`src/rtl/div_radix2_core_pkg.sv`:
```
// Shared constants and helpers for the radix-2 restoring divider.
// Optional CLZ-based iteration skipping is enabled with DIV_CLZ_SKIP_EN.
package div_radix2_core_pkg;

  localparam int DIV_WIDTH_DEF = 32;

  function automatic int clz_bits(input int w);
    return $clog2(w);
  endfunction

endpackage

```
`src/rtl/div_radix2_core_if.sv`:
```
// Request/response bundle between a divider client and div_radix2_core.
// Field names match the core's port list one-to-one.
interface div_radix2_core_if
  import div_radix2_core_pkg::*;
#(
  parameter int DIV_WIDTH = DIV_WIDTH_DEF
);

  localparam int LW = clz_bits(DIV_WIDTH);

  logic                 start;
  logic [DIV_WIDTH-1:0] dividend;
  logic [DIV_WIDTH-1:0] divisor;
  logic [LW-1:0]        dividend_CLZ;
  logic [LW-1:0]        divisor_CLZ;
  logic                 divisor_is_zero;
  logic                 done;
  logic [DIV_WIDTH-1:0] quotient;
  logic [DIV_WIDTH-1:0] remainder;

  modport master (
    output start,
    output dividend,
    output divisor,
    output dividend_CLZ,
    output divisor_CLZ,
    output divisor_is_zero,
    input  done,
    input  quotient,
    input  remainder
  );

  modport slave (
    input  start,
    input  dividend,
    input  divisor,
    input  dividend_CLZ,
    input  divisor_CLZ,
    input  divisor_is_zero,
    output done,
    output quotient,
    output remainder
  );

endinterface

```
`src/rtl/div_radix2_step.sv`:
```
// One restoring-division step: shift a dividend bit into the partial
// remainder, trial-subtract the divisor, keep the result if no borrow.
module div_radix2_step #(
  parameter int DIV_WIDTH = 32
) (
  input  logic [DIV_WIDTH-1:0] rem_i,
  input  logic                 bit_i,
  input  logic [DIV_WIDTH-1:0] dvs_i,
  output logic [DIV_WIDTH-1:0] rem_o,
  output logic                 q_o
);

  logic [DIV_WIDTH:0]   trial;
  logic [DIV_WIDTH+1:0] diff;
  logic                 unused_msb;

  assign trial = {rem_i, bit_i};
  assign diff  = {1'b0, trial} - {2'b00, dvs_i};
  assign q_o   = ~diff[DIV_WIDTH+1];
  assign rem_o = q_o ? diff[DIV_WIDTH-1:0]
                     : trial[DIV_WIDTH-1:0];

  // The kept remainder is always below the divisor, so bit W is zero
  assign unused_msb = diff[DIV_WIDTH] ^ trial[DIV_WIDTH];

endmodule

```
`src/rtl/div_radix2_core.sv`:
```
// Iterative radix-2 restoring divider, one quotient bit per cycle.
// DIV_CLZ_SKIP_EN: use CLZ hints to skip leading steps and early-out.
module div_radix2_core
  import div_radix2_core_pkg::*;
#(
  parameter int DIV_WIDTH = DIV_WIDTH_DEF
) (
  input logic              clk,
  input logic              rst,
  div_radix2_core_if.slave bus
);

  localparam int W  = DIV_WIDTH;
  localparam int LW = clz_bits(DIV_WIDTH);
  localparam int CW = LW + 1;

  typedef enum logic {
    IDLE,
    RUN
  } state_e;

  state_e         state_q, state_d;
  logic [W-1:0]   rem_q, rem_d;
  logic [W-1:0]   acc_q, acc_d;
  logic [W-1:0]   dvs_q, dvs_d;
  logic [W-1:0]   quo_q, quo_d;
  logic [W-1:0]   res_q, res_d;
  logic [CW-1:0]  cnt_q, cnt_d;
  logic           done_q, done_d;

  logic           accept;
  logic           early;
  logic [W-1:0]   early_quo;
  logic [CW-1:0]  init_cnt;
  logic [LW-1:0]  shamt;
  logic [2*W-1:0] ini_cat;

  logic [W-1:0]   rem_in;
  logic [W-1:0]   acc_in;
  logic [W-1:0]   dvs_in;
  logic [W-1:0]   step_rem;
  logic           step_q;
  logic [W-1:0]   acc_next;

  assign accept = bus.start
                & ((state_q == IDLE) | (cnt_q == '0));

`ifdef DIV_CLZ_SKIP_EN
  logic [LW-1:0] span;

  assign span      = bus.divisor_CLZ - bus.dividend_CLZ;
  assign early     = bus.divisor_is_zero
                   | (bus.dividend_CLZ > bus.divisor_CLZ);
  assign early_quo = bus.divisor_is_zero ? '1 : '0;
  assign init_cnt  = early ? '0 : CW'(span);
  // Dividend bits above the first N are known to give zero quotient bits
  assign shamt     = early ? '0 : LW'(W - 1) - span;
`else
  assign early     = 1'b0;
  assign early_quo = '0;
  assign init_cnt  = CW'(W - 1);
  assign shamt     = '0;
`endif

  assign ini_cat = {{W{1'b0}}, bus.dividend} << shamt;

  // The accepting edge already performs the first step
  assign rem_in = accept ? ini_cat[2*W-1:W] : rem_q;
  assign acc_in = accept ? ini_cat[W-1:0]   : acc_q;
  assign dvs_in = accept ? bus.divisor      : dvs_q;

  div_radix2_step #(
    .DIV_WIDTH (W)
  ) u_step (
    .rem_i (rem_in),
    .bit_i (acc_in[W-1]),
    .dvs_i (dvs_in),
    .rem_o (step_rem),
    .q_o   (step_q)
  );

  assign acc_next = {acc_in[W-2:0], step_q};

  always_comb begin
    state_d = state_q;
    rem_d   = rem_q;
    acc_d   = acc_q;
    dvs_d   = dvs_q;
    cnt_d   = cnt_q;
    quo_d   = quo_q;
    res_d   = res_q;
    done_d  = 1'b0;
    if (accept) begin
      state_d = RUN;
      dvs_d   = bus.divisor;
      rem_d   = step_rem;
      acc_d   = acc_next;
      cnt_d   = init_cnt;
      if (early) begin
        done_d = 1'b1;
        quo_d  = early_quo;
        res_d  = bus.dividend;
      end else if (init_cnt == '0) begin
        done_d = 1'b1;
        quo_d  = acc_next;
        res_d  = step_rem;
      end
    end else if (state_q == RUN) begin
      if (cnt_q != '0) begin
        rem_d = step_rem;
        acc_d = acc_next;
        cnt_d = cnt_q - 1'b1;
        if (cnt_q == CW'(1)) begin
          done_d = 1'b1;
          quo_d  = acc_next;
          res_d  = step_rem;
        end
      end else begin
        state_d = IDLE;
      end
    end
  end

  always_ff @(posedge clk) begin
    if (rst) begin
      state_q <= IDLE;
      rem_q   <= '0;
      acc_q   <= '0;
      dvs_q   <= '0;
      cnt_q   <= '0;
      quo_q   <= '0;
      res_q   <= '0;
      done_q  <= 1'b0;
    end else begin
      state_q <= state_d;
      rem_q   <= rem_d;
      acc_q   <= acc_d;
      dvs_q   <= dvs_d;
      cnt_q   <= cnt_d;
      quo_q   <= quo_d;
      res_q   <= res_d;
      done_q  <= done_d;
    end
  end

  assign bus.done      = done_q;
  assign bus.quotient  = quo_q;
  assign bus.remainder = res_q;

endmodule

```
`src/flat_wrapper.sv`:
```
// flat-port wrapper written by rule: the top's interface ports become plain ports
module div_radix2_core_flat import div_radix2_core_pkg::*;
#(
  parameter int DIV_WIDTH = DIV_WIDTH_DEF
)
  (clk, rst, bus_start, bus_dividend, bus_divisor, bus_dividend_CLZ, bus_divisor_CLZ, bus_divisor_is_zero, bus_done, bus_quotient, bus_remainder);
  div_radix2_core_if #(.DIV_WIDTH(DIV_WIDTH)) bus_i ();
  input logic clk;
  input logic rst;
  input wire logic [$bits(bus_i.start)-1:0] bus_start;
  input wire logic [$bits(bus_i.dividend)-1:0] bus_dividend;
  input wire logic [$bits(bus_i.divisor)-1:0] bus_divisor;
  input wire logic [$bits(bus_i.dividend_CLZ)-1:0] bus_dividend_CLZ;
  input wire logic [$bits(bus_i.divisor_CLZ)-1:0] bus_divisor_CLZ;
  input wire logic [$bits(bus_i.divisor_is_zero)-1:0] bus_divisor_is_zero;
  output wire logic [$bits(bus_i.done)-1:0] bus_done;
  output wire logic [$bits(bus_i.quotient)-1:0] bus_quotient;
  output wire logic [$bits(bus_i.remainder)-1:0] bus_remainder;
  assign bus_i.start = bus_start;
  assign bus_i.dividend = bus_dividend;
  assign bus_i.divisor = bus_divisor;
  assign bus_i.dividend_CLZ = bus_dividend_CLZ;
  assign bus_i.divisor_CLZ = bus_divisor_CLZ;
  assign bus_i.divisor_is_zero = bus_divisor_is_zero;
  assign bus_done = bus_i.done;
  assign bus_quotient = bus_i.quotient;
  assign bus_remainder = bus_i.remainder;
  div_radix2_core #(.DIV_WIDTH(DIV_WIDTH)) u_core (.clk(clk), .rst(rst), .bus(bus_i));
endmodule
```
`config.mk`:
```
export PLATFORM = sky130hd
export DESIGN_NAME = div_radix2_core_flat
export DESIGN_NICKNAME = d
export VERILOG_FILES = /design/src/rtl/div_radix2_core_pkg.sv /design/src/rtl/div_radix2_core_if.sv /design/src/rtl/div_radix2_step.sv /design/src/rtl/div_radix2_core.sv /design/src/flat_wrapper.sv
export SDC_FILE = /design/constraint.sdc
export NUM_CORES = 1
export LEC_CHECK = 0
export ABC_AREA = 1
export CAP_MARGIN = 20
export CORE_MARGIN = 1.5
export CORE_UTILIZATION = 55
export DETAILED_ROUTE_END_ITERATION = 7
export HOLD_SLACK_MARGIN = 0.06
export PLACE_DENSITY = 0.8
export RECOVER_POWER = 100
export SYNTH_ARGS = -nofsm -noshare
export SYNTH_HDL_FRONTEND = slang
export SYNTH_SLANG_ARGS = --single-unit
export TNS_END_PERCENT = 30
```
`constraint.sdc`:
```
create_clock -name clk -period 4.8 [get_ports clk]
set_clock_uncertainty 0.1 [all_clocks]
set_input_delay 0.72 -clock clk [delete_from_list [all_inputs] [get_ports clk]]
set_output_delay 0.72 -clock clk [all_outputs]
set_load 0.1 [all_outputs]
```
# Word-level counts from Yosys, hierarchy flattened
# Index checks and enable logic that the tools add are counted.
# totals
regBits	168
latch_bits	0
ram_bits	0
mem_bits_ro	0
in_bits	78
out_inout_bits	65
n_memories	0
# op_classes
add_sub_neg	2
multipliers	0
n_div	0
n_lt_le_gt_ge	0
n_eq_ne	1
n_shift	0
n_mux	17
bitwise	6
n_reduce_logical	9
# op_table
operator	n
$mux W32	10
$sub A33 B32 Y34	1
$mux W5	3
$eq A6 B1 Y1 const B	1
$logic_not A6 Y1	1
$reduce_bool A6 Y1	1
$sub A6 B1 Y6 const B	1
$mux W1	4
$not A1 Y1	4
$reduce_and A2 Y1	2
$reduce_and A4 Y1	1
$reduce_bool A2 Y1	2
$reduce_or A4 Y1	1
$reduce_or A2 Y1	1
$and A1 B1 Y1	1
$or A1 B1 Y1	1

# Longest topological paths before layout
# Gate-level depths: netlist of run 1.
# logic_depth
depth_word	9
ltp_mapped	30

# Modules after synthesis
# Synthesis of run 1 repeated with hierarchy kept, for this count alone.
# unflattened
hier_cells	1791
hier_area_um2	10732.8
# by_module_without_submodules
module	instances	cells_each	area_each_um2	seq_area_each_um2
div_radix2_core	1	1153	7633.6	3363.2
div_radix2_step	1	638	3099.2	0.0

# Worst setup path after synthesis of run 1
# OpenSTA, ideal clock, no wires.
# synth_path
path_type	in2reg
startpoint	in bus_start
endpoint	reg u_core.rem_q[17]
setup_time_ns	0.056
t_arrival_ns	3.832
setup_slack_ns	0.812
cell_stages	21
n_path_buf	7
path_cell_list	buf_4 > nand2_4 > buf_6 > buf_6 > buf_2 > buf_2 > buf_2 > mux2i_1 > ha_1 > a21oi_1 > inv_1 > a21oi_1 > inv_1 > a21oi_1 > nor2_1 > nor2_4 > buf_2 > nand3_1 > nand3_1 > nand3_1 > inv_2
# synth_between
elab_chain_len	7
word_cells_on_any_way	12
cone_classes	1 x add/sub; 7 x mux; 1 x bitwise; 3 x reduce/logical
# synth_lines
element	line_no	source
start: declaration	flat_wrapper.sv:10	input wire logic [$bits(bus_i.start)-1:0] bus_start;
$and A1 B1 Y1 *	div_radix2_core.sv:46	& ((state_q == IDLE) | (cnt_q == '0));
$mux W32 (on tied branches)	div_radix2_core.sv:69, div_radix2_core.sv:68, div_radix2_core.sv:70	
$sub A33 B32 Y34	div_radix2_step.sv:18	assign diff = {1'b0, trial} - {2'b00, dvs_i};
$mux W32	div_radix2_step.sv:20	assign rem_o = q_o ? diff[DIV_WIDTH-1:0]
$mux W32	div_radix2_core.sv:109	if (cnt_q != '0) begin
$mux W32	div_radix2_core.sv:108	end else if (state_q == RUN) begin
$mux W32	div_radix2_core.sv:93	if (accept) begin
end signal: assignment	div_radix2_core.sv:136	rem_q <= rem_d;
end: declaration	div_radix2_core.sv:23	logic [W-1:0] rem_q, rem_d;
# Every way passes the cells marked *; elsewhere a longest branch is shown, timed or not. The select of a mux whose other input is x is not followed.
# A chain may end at the register's enable or synchronous reset.

# Worst setup path in the final report of run 1
# layout_path
startpoint	reg u_core.cnt_q[0]
endpoint	reg u_core.res_q[15] (netlist: u_core.bus.remainder[15])
# layout_between
elab_chain_len	6
word_cells_on_any_way	12
cone_classes	1 x add/sub; 1 x eq/ne; 4 x mux; 3 x bitwise; 3 x reduce/logical
# layout_lines
element	line_no	source
start: declaration	div_radix2_core.sv:28	logic [CW-1:0] cnt_q, cnt_d;
start signal: assignment	div_radix2_core.sv:139	cnt_q <= cnt_d;
$logic_not A6 Y1	div_radix2_core.sv:46	
$or A1 B1 Y1	div_radix2_core.sv:46	
$and A1 B1 Y1	div_radix2_core.sv:46	
$mux W32 (on tied branches)	div_radix2_core.sv:69, div_radix2_core.sv:68, div_radix2_core.sv:70	
$sub A33 B32 Y34	div_radix2_step.sv:18	
$mux W32	div_radix2_step.sv:20	
end signal: assignment	div_radix2_core.sv:141	res_q <= res_d;
end: declaration	div_radix2_core.sv:27	logic [W-1:0] res_q, res_d;
# Parallel ways exist; a longest one is shown, timed or not.

==> impl_table.tex, run 1 <==
\begin{tabular}{lr}
\hline
Metric & Value \\
\hline
\multicolumn{2}{l}{\textbf{Outcome}} \\
Run status & complete, no violations \\
\multicolumn{2}{l}{\textbf{Yosys}} \\
Primary flip-flop cell chosen by synthesis mapping & sky130\_fd\_sc\_hd\_\_dfxtp\_1 \\
Number of enable-type register cells in the synthesized netlist & 0 \\
Seq/Total Area, Yosys & 33.09\% \\
Avg Cell Area, Syn & about 6.5 um\^{}2 \\
Gate count of the mapped netlist & 1569 \\
Share of flip-flops with an asynchronous set or reset after synthesis & 0\% \\
Synth Cell Area & 10160 um\^{}2 \\
Number of flip-flops and latches in the synthesized netlist & around 170 \\
Synth unique cells & 40 \\
Syn. warnings & 0 \\
Number of nets in the synthesized netlist & 1670 \\
\multicolumn{2}{l}{\textbf{Global routing}} \\
Most Crowded Layer GR & met2 \\
Via count of the first global-routing pass & 9760 \\
Initial antenna violation count & 0 \\
Pin count of the biggest net entering global routing & $\sim$110 \\
Wire length of the first global-routing pass & approximately 46000 um \\
Met3 Resource Use GR & 7.390\% \\
Met2 track utilization from global routing & just under 50\% \\
Met1 Track Usage GR & 36.47\% \\
Gr ovfl total & 0 \\
Overall track demand over capacity in global routing & 29.09\% \\
\multicolumn{2}{l}{\textbf{Routing}} \\
DR DRC count & 0 \\
Wire length per cell after detailed routing & 14.57 um \\
First-pass DRT Iterations & 5 \\
Wirelength, routed & 27740 um \\
Final ANT Viol Nets & 0 \\
Vias per Instance & 5.363 \\
Iter 0 DRT Violations & 610 \\
Total via count in the routed design & 10210 \\
\multicolumn{2}{l}{\textbf{Power and ir drop}} \\
Peak supply drop & 0.3356 mV \\
Leakage power summed over all cells & 6.650 nW \\
Final total power & 4.955 mW \\
Power per cell area & 411.4 nW/um\^{}2 \\
\multicolumn{2}{l}{\textbf{Cells and area}} \\
Total inserted antenna cells & 0 \\
Most frequent cells in the layout & sky130\_fd\_sc\_hd\_\_nand2\_1 (359), sky130\_fd\_sc\_hd\_\_inv\_1 (266), sky130\_fd\_sc\_hd\_\_nand3\_1 (236) \\
Area of combinational cells with multiple inputs & 5321 um\^{}2 \\
Area occupied by registers & about 3400 um\^{}2 \\
Final Net Count & 1763 \\
Synthesis-to-layout area growth & 18.50\% \\
Commonest non-fill, non-tap cell in the layout & sky130\_fd\_sc\_hd\_\_nand2\_1 \\
Fillers & 1649 \\
Proportion of layout cells with a drive suffix above 1 & 6.030\% \\
\multicolumn{2}{l}{\textbf{Timing}} \\
Final setup vio count & 0 \\
Max-slew violation total from the final report & 0 \\
Post-layout worst setup margin & 0.4875 ns \\
Setup repair after global routing missed its margin & false \\
Relative slew margins & 13.47\% \\
Share of the clock period used by the worst path after layout & 89.84\% \\
Final total negative setup slack & 0 ns \\
Final critical delay including setup and external delays & between 4 and 5 ns \\
Slew at the pin with the worst max-slew slack & roughly 1.3 ns \\
Final-report hold violation count & 0 \\
Max frequency & $\sim$230 MHz \\
\multicolumn{2}{l}{\textbf{Clock network}} \\
H-tree depth reported by CTS & 4 \\
Total of hold buffers inserted after clock tree synthesis & 0 \\
Maximum clock insertion buffer count & 2 \\
Total CTS buffers & 17 \\
Num Clock Sinks & roughly 170 \\
Clock Root Buffer & sky130\_fd\_sc\_hd\_\_clkbuf\_16 \\
Post-CTS Setup Repair Bufs & 0 \\
CTS-repair resized insts & 0 \\
Clock transition at path regs & around 0.07 ns \\
Clock Latency Late Sink & between 0.4 and 0.5 ns \\
TritonCTS clock tree & yes \\
\multicolumn{2}{l}{\textbf{Floorplanning}} \\
Starting density of the core & 56.39\% \\
Count of pins on the block boundary & 143 \\
Width of the die & 138.9 um \\
Die span in y & $\sim$140 um \\
Overall die area & 19310 um\^{}2 \\
Core box area & 18020 um\^{}2 \\
Standard-cell rows & 49 \\
\multicolumn{2}{l}{\textbf{Setup path}} \\
Arrival time at the worst endpoint & around 4.5 ns \\
Worst path slowest cell & sky130\_fd\_sc\_hd\_\_clkbuf\_4 \\
Path type of the worst setup path & reg2reg \\
Type of element launching the critical path & flip-flop \\
Max FO, Critical Path & 112 \\
Cell family with most CP delay & simple AND/OR/NAND/NOR gates \\
Worst Path Required & 5.03 ns \\
Critical path cell sequence & inv\_1, ha\_1, nand3\_1, nand2\_1, clkbuf\_1, nor2\_1, clkbuf\_4, nand3\_1, nand2\_1, inv\_1 \\
Setup crit end kind & flip-flop \\
Worst path max stage delay & 1.15 ns \\
CP Buf/Inv Count & 4 \\
R2r setup slk & slightly below 0.5 ns \\
\multicolumn{2}{l}{\textbf{Flow run}} \\
Max-Cap Viols & 0 \\
\multicolumn{2}{l}{\textbf{Place}} \\
I/O Buffers & 131 \\
Half-perimeter wire length of the detailed placement result & 19570 um \\
Post-Place Worst Slack & 0.3352 ns \\
Global placer's final weighted congestion & 0.9272 \\
\multicolumn{2}{l}{\textbf{Worst hold path}} \\
Hold crit path type & reg2reg \\
\hline
\end{tabular}
-- synth_stat cells, types with 3 or more instances --
library cell               number  area share (%)
sky130_fd_sc_hd__inv_1        265             9.8
sky130_fd_sc_hd__nand3_2       20             2.0
sky130_fd_sc_hd__mux2i_1       18             1.8
sky130_fd_sc_hd__or2_1          9            0.55
sky130_fd_sc_hd__clkinv_1       3            0.11
sky130_fd_sc_hd__nand2_2       20             1.2
sky130_fd_sc_hd__ha_1          22             2.7
sky130_fd_sc_hd__nand3b_1      11            0.81
sky130_fd_sc_hd__buf_1          4            0.15
sky130_fd_sc_hd__o21ai_0       39             1.9
sky130_fd_sc_hd__nor2_1       163             6.0
sky130_fd_sc_hd__nor3_1         7            0.34
sky130_fd_sc_hd__inv_2         11            0.41
sky130_fd_sc_hd__nand3_1      232              11
sky130_fd_sc_hd__clkbuf_1      48             1.8
sky130_fd_sc_hd__xor2_1        13             1.1
sky130_fd_sc_hd__nand2_1      353              13
sky130_fd_sc_hd__buf_4          6            0.44
sky130_fd_sc_hd__buf_6          6            0.66
sky130_fd_sc_hd__nor2_2         5            0.31
sky130_fd_sc_hd__buf_2          8            0.39
sky130_fd_sc_hd__a21oi_1       38             1.9
sky130_fd_sc_hd__nand4_1       11            0.68
sky130_fd_sc_hd__dfxtp_1      168              33
sky130_fd_sc_hd__nand2_4        4            0.44
sky130_fd_sc_hd__o211ai_1      64             4.7
-- cell type report --
cell class | count | share of cell area (%)
clock inverters | 12 | 1.080
repair buffers | 148 | 12.03
inverters | 279 | 8.705
multi-input cells | 1048 | 44.18
clock buffers | 20 | 3.708
well taps | 229 | 2.379
flip-flops and latches | 168 | 27.92
-- layer usage --
layer	routed length (um)	vias up
li1	-	5159
met1	12240	4698
met2	12980	305
met3	1958	50
met4	563	0
met5	0	-
-- sequential cells by signal, summed over array words and instances, names as in the netlist --
signal                count
u_core.bus.quotient      32
u_core.dvs_q             32
u_core.bus.done           1
u_core.bus.remainder     32
u_core.acc_q             32
u_core.state_q            1
u_core.cnt_q              6
u_core.rem_q             32
-- path summary, 6_finish.rpt --
path                                        start  depth (start not counted)                               endpoint
max                  u_core.cnt_q[0]$_SDFFE_PP0P_                         10  u_core.bus.remainder[15]$_SDFFE_PP0P_
max reg2reg          u_core.cnt_q[0]$_SDFFE_PP0P_                         10  u_core.bus.remainder[15]$_SDFFE_PP0P_
min          u_core.bus.quotient[24]$_SDFFE_PP0P_                          2   u_core.bus.quotient[24]$_SDFFE_PP0P_
min reg2reg  u_core.bus.quotient[24]$_SDFFE_PP0P_                          2   u_core.bus.quotient[24]$_SDFFE_PP0P_
-- through the flow --
| step | hold WS, ns | instance area [um^2] | instances | utilization (%) |
|---|---|---|---|---|
| final | 0.3925 | 12050 | 1904 | 66.83 |
| after global routing | 0.4230 | 12050 | 1904 | 66.83 |
| after CTS | 0.4016 | 12120 | 1904 | 67.24 |
| after detailed placement | 0.3847 | 11540 | 1872 | 64.04 |
| after global placement | 0.3812 | 11540 | 1872 | 64.04 |
| after floorplan | 0.3646 | 10160 | 1569 | - |
-- worst register-to-register path, stage by stage, from the launching register on --
cell	delay, ns
sky130_fd_sc_hd__dfxtp_1	0.36
sky130_fd_sc_hd__inv_1	0.08
sky130_fd_sc_hd__ha_1	0.23
sky130_fd_sc_hd__nand3_1	0.10
sky130_fd_sc_hd__nand2_1	0.07
sky130_fd_sc_hd__clkbuf_1	0.41
sky130_fd_sc_hd__nor2_1	1.13
sky130_fd_sc_hd__clkbuf_4	1.15
sky130_fd_sc_hd__nand3_1	0.40
sky130_fd_sc_hd__nand2_1	0.14
sky130_fd_sc_hd__inv_1	0.05
-- cell families (layout without fill, tap and decap cells) --
kind of cell,Yosys count,count (layout),synth area share (%)
mux,18,18,1.772
buf+inv,353,459,14.12
fa+ha+maj,23,23,2.905
flops,168,168,33.09
compound gates,149,149,9.096
simple gates,843,843,37.73
xor+xnor,15,15,1.293
-- where the power goes --
part / total, mW / switching (mW) / internal, mW
logic: 1.97 / 1.36 / 0.616
clock network: 1.38 / 0.632 / 0.748
registers: 1.60 / 0.0719 / 1.53
Note: power is estimated with default switching activity, not from simulation.
==> run 2: changes to the inputs <==
Settings changed: SYNTH_HIERARCHICAL set to 1.
==> run 2 against run 1 <==
  * The flow now finishes with violations (capacitance limit, slew limit)
  * Synthesized cell count grew 14%
  * Utilization shrank 0.49 points
  * Die area grew 5.5%
  * Sequential share of layout area shrank 1.1 points
  * Power shrank 7.4%
  * Routed wire length shrank 0.33%
  * Cell count grew 13%
  * Setup slack gained 0.022 ns
  * Sequential cell count is the same
  * Register-to-register slack gained 0.02 ns
  * Highest routed layer unchanged
==> impl_table.tex, run 2 <==
\begin{tabular}{lr}
\hline
Metric & Value \\
\hline
\multicolumn{2}{l}{\textbf{Floorplanning}} \\
Core box area & 18890 um\^{}2 (+4.8\%) \\
Overall die area & 20360 um\^{}2 (+5.5\%) \\
Die span in y & 142.7 um (+2.7\%) \\
Starting density of the core & 56.81\% (+0.41 points) \\
Standard-cell rows & 50 (+2.0\%) \\
Width of the die & 142.7 um (+2.7\%) \\
Count of pins on the block boundary & 143 (unchanged) \\
\multicolumn{2}{l}{\textbf{Clock network}} \\
Maximum clock insertion buffer count & 2 (unchanged) \\
TritonCTS clock tree & yes \\
Total of hold buffers inserted after clock tree synthesis & 0 (unchanged) \\
Post-CTS Setup Repair Bufs & 0 (unchanged) \\
H-tree depth reported by CTS & 4 (unchanged) \\
Clock Latency Late Sink & 0.43 ns (about the same) \\
Total CTS buffers & 17 (unchanged) \\
CTS-repair resized insts & 0 (unchanged) \\
Num Clock Sinks & 168 (unchanged) \\
Clock transition at path regs & 0.07 ns (about the same) \\
Clock Root Buffer & sky130\_fd\_sc\_hd\_\_clkbuf\_16 \\
\multicolumn{2}{l}{\textbf{Cells and area}} \\
Most frequent cells in the layout & sky130\_fd\_sc\_hd\_\_nand2\_1 (440), sky130\_fd\_sc\_hd\_\_inv\_1 (405), sky130\_fd\_sc\_hd\_\_nor2\_1 (245) \\
Final Net Count & 1990 (+13\%) \\
Area occupied by registers & 3363 um\^{}2 (unchanged) \\
Area of combinational cells with multiple inputs & 5260 um\^{}2 (-1.2\%) \\
Proportion of layout cells with a drive suffix above 1 & 3.439\% (-2.6 points) \\
Commonest non-fill, non-tap cell in the layout & sky130\_fd\_sc\_hd\_\_nand2\_1 \\
Synthesis-to-layout area growth & 16.78\% \\
Total inserted antenna cells & 0 (unchanged) \\
Fillers & 1811 (+9.8\%) \\
Final instance area & 12530 um\^{}2 (+4.1\%) \\
\multicolumn{2}{l}{\textbf{Yosys}} \\
Number of nets in the synthesized netlist & 1904 (+14\%) \\
Number of enable-type register cells in the synthesized netlist & 0 (unchanged) \\
Avg Cell Area, Syn & 5.993 um\^{}2 (-7.5\%) \\
Dominant cell type by area after synthesis & sky130\_fd\_sc\_hd\_\_dfxtp\_1 \\
Main area contributors after synthesis & sky130\_fd\_sc\_hd\_\_dfxtp\_1 (31\%), sky130\_fd\_sc\_hd\_\_nand2\_1 (15\%), sky130\_fd\_sc\_hd\_\_inv\_1 (14\%), sky130\_fd\_sc\_hd\_\_nand3\_1 (8.7\%), sky130\_fd\_sc\_hd\_\_nor2\_1 (8.6\%) \\
Syn. warnings & 6 (+6) \\
Synth unique cells & 33 (-18\%) \\
Proportion of netlist area held by the largest area contributor & 31.34\% (-1.8 points) \\
Cell with the most instances after synthesis & sky130\_fd\_sc\_hd\_\_nand2\_1 \\
Gate count of the mapped netlist & 1791 (+14\%) \\
Leading cell types by count after synthesis & sky130\_fd\_sc\_hd\_\_nand2\_1 (440), sky130\_fd\_sc\_hd\_\_inv\_1 (406), sky130\_fd\_sc\_hd\_\_nor2\_1 (245) \\
Seq/Total Area, Yosys & 31.34\% (-1.8 points) \\
Share of flip-flops with an asynchronous set or reset after synthesis & 0\% (unchanged) \\
Synth Cell Area & 10730 um\^{}2 (+5.6\%) \\
Number of flip-flops and latches in the synthesized netlist & 168 (unchanged) \\
Primary flip-flop cell chosen by synthesis mapping & sky130\_fd\_sc\_hd\_\_dfxtp\_1 \\
\multicolumn{2}{l}{\textbf{Global routing}} \\
Initial antenna violation count & 0 (unchanged) \\
Overall track demand over capacity in global routing & 27.72\% (-1.4 points) \\
Gr ovfl total & 0 (unchanged) \\
Pin count of the biggest net entering global routing & 68 (-40\%) \\
Wire length of the first global-routing pass & 45480 um (-1.3\%) \\
Via count of the first global-routing pass & 9518 (-2.5\%) \\
\multicolumn{2}{l}{\textbf{Power and ir drop}} \\
Leakage power summed over all cells & 6.938 nW (+4.3\%) \\
Power per cell area & 366.2 nW/um\^{}2 (-11\%) \\
Sw Share & 39.40\% (-2.2 points) \\
Peak supply drop & 0.2633 mV (-22\%) \\
Clk network pwr share & 30.3\% (+2.5 points) \\
Internal Power & 2.782 mW (-3.8\%) \\
Part of the total power dissipated in sequential elements & 34.2\% (+1.9 points) \\
Share of total power in combinational logic & 35.5\% (-4.4 points) \\
Net switching power & 1.808 mW (-12\%) \\
\multicolumn{2}{l}{\textbf{Routing}} \\
Wirelength, routed & 27650 um (-0.33\%) \\
Vias per Instance & 4.923 (-8.2\%) \\
Wire length per cell after detailed routing & 12.86 um (-12\%) \\
DR DRC count & 0 (unchanged) \\
Final ANT Viol Nets & 0 (unchanged) \\
First-pass DRT Iterations & 5 (unchanged) \\
Total via count in the routed design & 10590 (+3.7\%) \\
Iter 0 DRT Violations & 815 (+34\%) \\
\multicolumn{2}{l}{\textbf{Timing}} \\
Max-slew violation total from the final report & 43 (+43) \\
Relative slew margins & -2.673\% (-16 points) \\
Final total negative setup slack & 0 ns (unchanged) \\
Final-report hold violation count & 0 (unchanged) \\
Max frequency & 233.1 MHz (+0.52\%) \\
Setup repair after global routing missed its margin & false \\
Final setup vio count & 0 (unchanged) \\
Final critical delay including setup and external delays & 4.290 ns (-0.02214 ns) \\
Hold Slack & 0.3812 ns (-0.01137 ns) \\
Share of the clock period used by the worst path after layout & 89.38\% (-0.46 points) \\
Slew at the pin with the worst max-slew slack & 1.536 ns (+0.2432 ns) \\
\multicolumn{2}{l}{\textbf{Setup path}} \\
Worst Path Required & 5.01 ns (-0.02 ns) \\
Setup crit end kind & flip-flop \\
Arrival time at the worst endpoint & 4.50 ns (-0.04 ns) \\
Type of element launching the critical path & flip-flop \\
Path type of the worst setup path & reg2reg \\
Max FO, Critical Path & 35 (-69\%) \\
\multicolumn{2}{l}{\textbf{Outcome}} \\
Run status & finished, violations left \\
Violated checks & capacitance limit, slew limit \\
\multicolumn{2}{l}{\textbf{Place}} \\
Post-placement cell area & 12020 um\^{}2 (+4.1\%) \\
I/O Buffers & 131 (unchanged) \\
Global placer's final weighted congestion & 0.9581 (+3.3\%) \\
Half-perimeter wire length of the detailed placement result & 19630 um (+0.33\%) \\
\multicolumn{2}{l}{\textbf{Worst hold path}} \\
Hold crit path type & reg2reg \\
\multicolumn{2}{l}{\textbf{Flow run}} \\
Max-Cap Viols & 1 (+1) \\
\hline
\end{tabular}
==> run 2: cell types whose count changed after synthesis, moves of 28 or more <==
| cell | previous run | this run |
|---|---|---|
| sky130_fd_sc_hd__o21ai_1 | 1 | 29 |
| sky130_fd_sc_hd__o211ai_1 | 64 | 0 |
| sky130_fd_sc_hd__nand2_1 | 353 | 440 |
| sky130_fd_sc_hd__nand3_1 | 232 | 186 |
| sky130_fd_sc_hd__nor2_1 | 163 | 245 |
| sky130_fd_sc_hd__o21ai_0 | 39 | 74 |
| sky130_fd_sc_hd__inv_1 | 265 | 406 |
==> run 2: critical path, cell delays in order, from the launching register on <==
cell and delay [ns]:
sky130_fd_sc_hd__dfxtp_1 0.32, sky130_fd_sc_hd__inv_1 0.15, sky130_fd_sc_hd__ha_1 0.26, sky130_fd_sc_hd__nand3_1 0.22, sky130_fd_sc_hd__nand2_4 0.14, sky130_fd_sc_hd__nand2_4 0.20, sky130_fd_sc_hd__inv_2 0.23, sky130_fd_sc_hd__buf_12 0.21
sky130_fd_sc_hd__nor2_1 0.08, sky130_fd_sc_hd__ha_1 0.37, sky130_fd_sc_hd__nand2_2 0.15, sky130_fd_sc_hd__inv_1 0.05, sky130_fd_sc_hd__nand2_1 0.07, sky130_fd_sc_hd__nand2_1 0.05, sky130_fd_sc_hd__nand2_1 0.06, sky130_fd_sc_hd__nand3_2 0.13
sky130_fd_sc_hd__nand2_2 0.11, sky130_fd_sc_hd__nand2_2 0.07, sky130_fd_sc_hd__nand2_4 0.34, sky130_fd_sc_hd__nand2_8 0.25, sky130_fd_sc_hd__nand3_1 0.22, sky130_fd_sc_hd__nand2_1 0.10, sky130_fd_sc_hd__o21ai_0 0.20, sky130_fd_sc_hd__nor2_1 0.05
==> run 2: stage by stage <==
stage          power [mW]  util [%]  cells  setup WS (ns)
6_report            4.590     66.34   2150         0.5097
5_1_grt             4.875     66.34   2150         0.1179
4_1_cts             4.623     66.76   2150         0.6612
3_5_place_dp        3.222     63.60   2118         0.3531
3_3_place_gp        3.190     63.50   2117         0.4396
2_1_floorplan       2.848         -   1791          1.578
==> run 2: routing by layer <==
metal | GRT usage [%] | routed length, um | vias up
li1 | - | - | 5537
met1 | 37.99 | 13140 | 4713
met2 | 44.66 | 12280 | 303
met3 | 4.795 | 1799 | 32
met4 | 8.139 | 427 | 0
met5 | 0 | 0 | -
==> run 2: area by class of cell <==
cell class              instances  area share (%)
well taps                     260           2.596
multi-input cells            1135           41.97
clock buffers                  18           3.504
clock inverters                14           1.248
inverters                     410           12.28
flip-flops and latches        168           26.83
repair buffers                145           11.57
==> run 2: power by group through the flow <==
stage | combinational [mW] | sequential [mW] | clock, mW
after floorplan | 1.12 | 1.73 | 0
after global placement | 1.59 | 1.60 | 0
after detailed placement | 1.62 | 1.60 | 0
after CTS | 1.64 | 1.57 | 1.42
after global routing | 1.83 | 1.58 | 1.47
final | 1.63 | 1.57 | 1.39
==> run 2: final timing paths <==
check	depth (start not counted)	to	startpoint	slack, ns
worst max-delay path	23	u_core/bus.remainder[20]$_SDFFE_PP0P_	u_core/cnt_q[0]$_SDFFE_PP0P_	0.51
worst min-delay path	2	u_core/bus.remainder[26]$_SDFFE_PP0P_	u_core/bus.remainder[26]$_SDFFE_PP0P_	0.38
worst max register to register	23	u_core/bus.remainder[20]$_SDFFE_PP0P_	u_core/cnt_q[0]$_SDFFE_PP0P_	0.51
worst min register to register	2	u_core/bus.remainder[26]$_SDFFE_PP0P_	u_core/bus.remainder[26]$_SDFFE_PP0P_	0.38
==> run 2: cell families after synthesis <==
logic type / Yosys count / synth area share (%)
AOI/OAI and AO/OA: 158 / 7.426
xor gates and xnor gates: 15 / 1.224
adders and majority gates: 35 / 4.150
buffers and inverters: 488 / 19.07
DFF: 168 / 31.34
and+or+nand+nor: 927 / 36.79
==> run 3: changes to the inputs <==
Settings changed: TNS_END_PERCENT 30 to unset.
==> results of run 3 <==
Same layout as run 2: the final DEF is identical, and so are final timing and power.
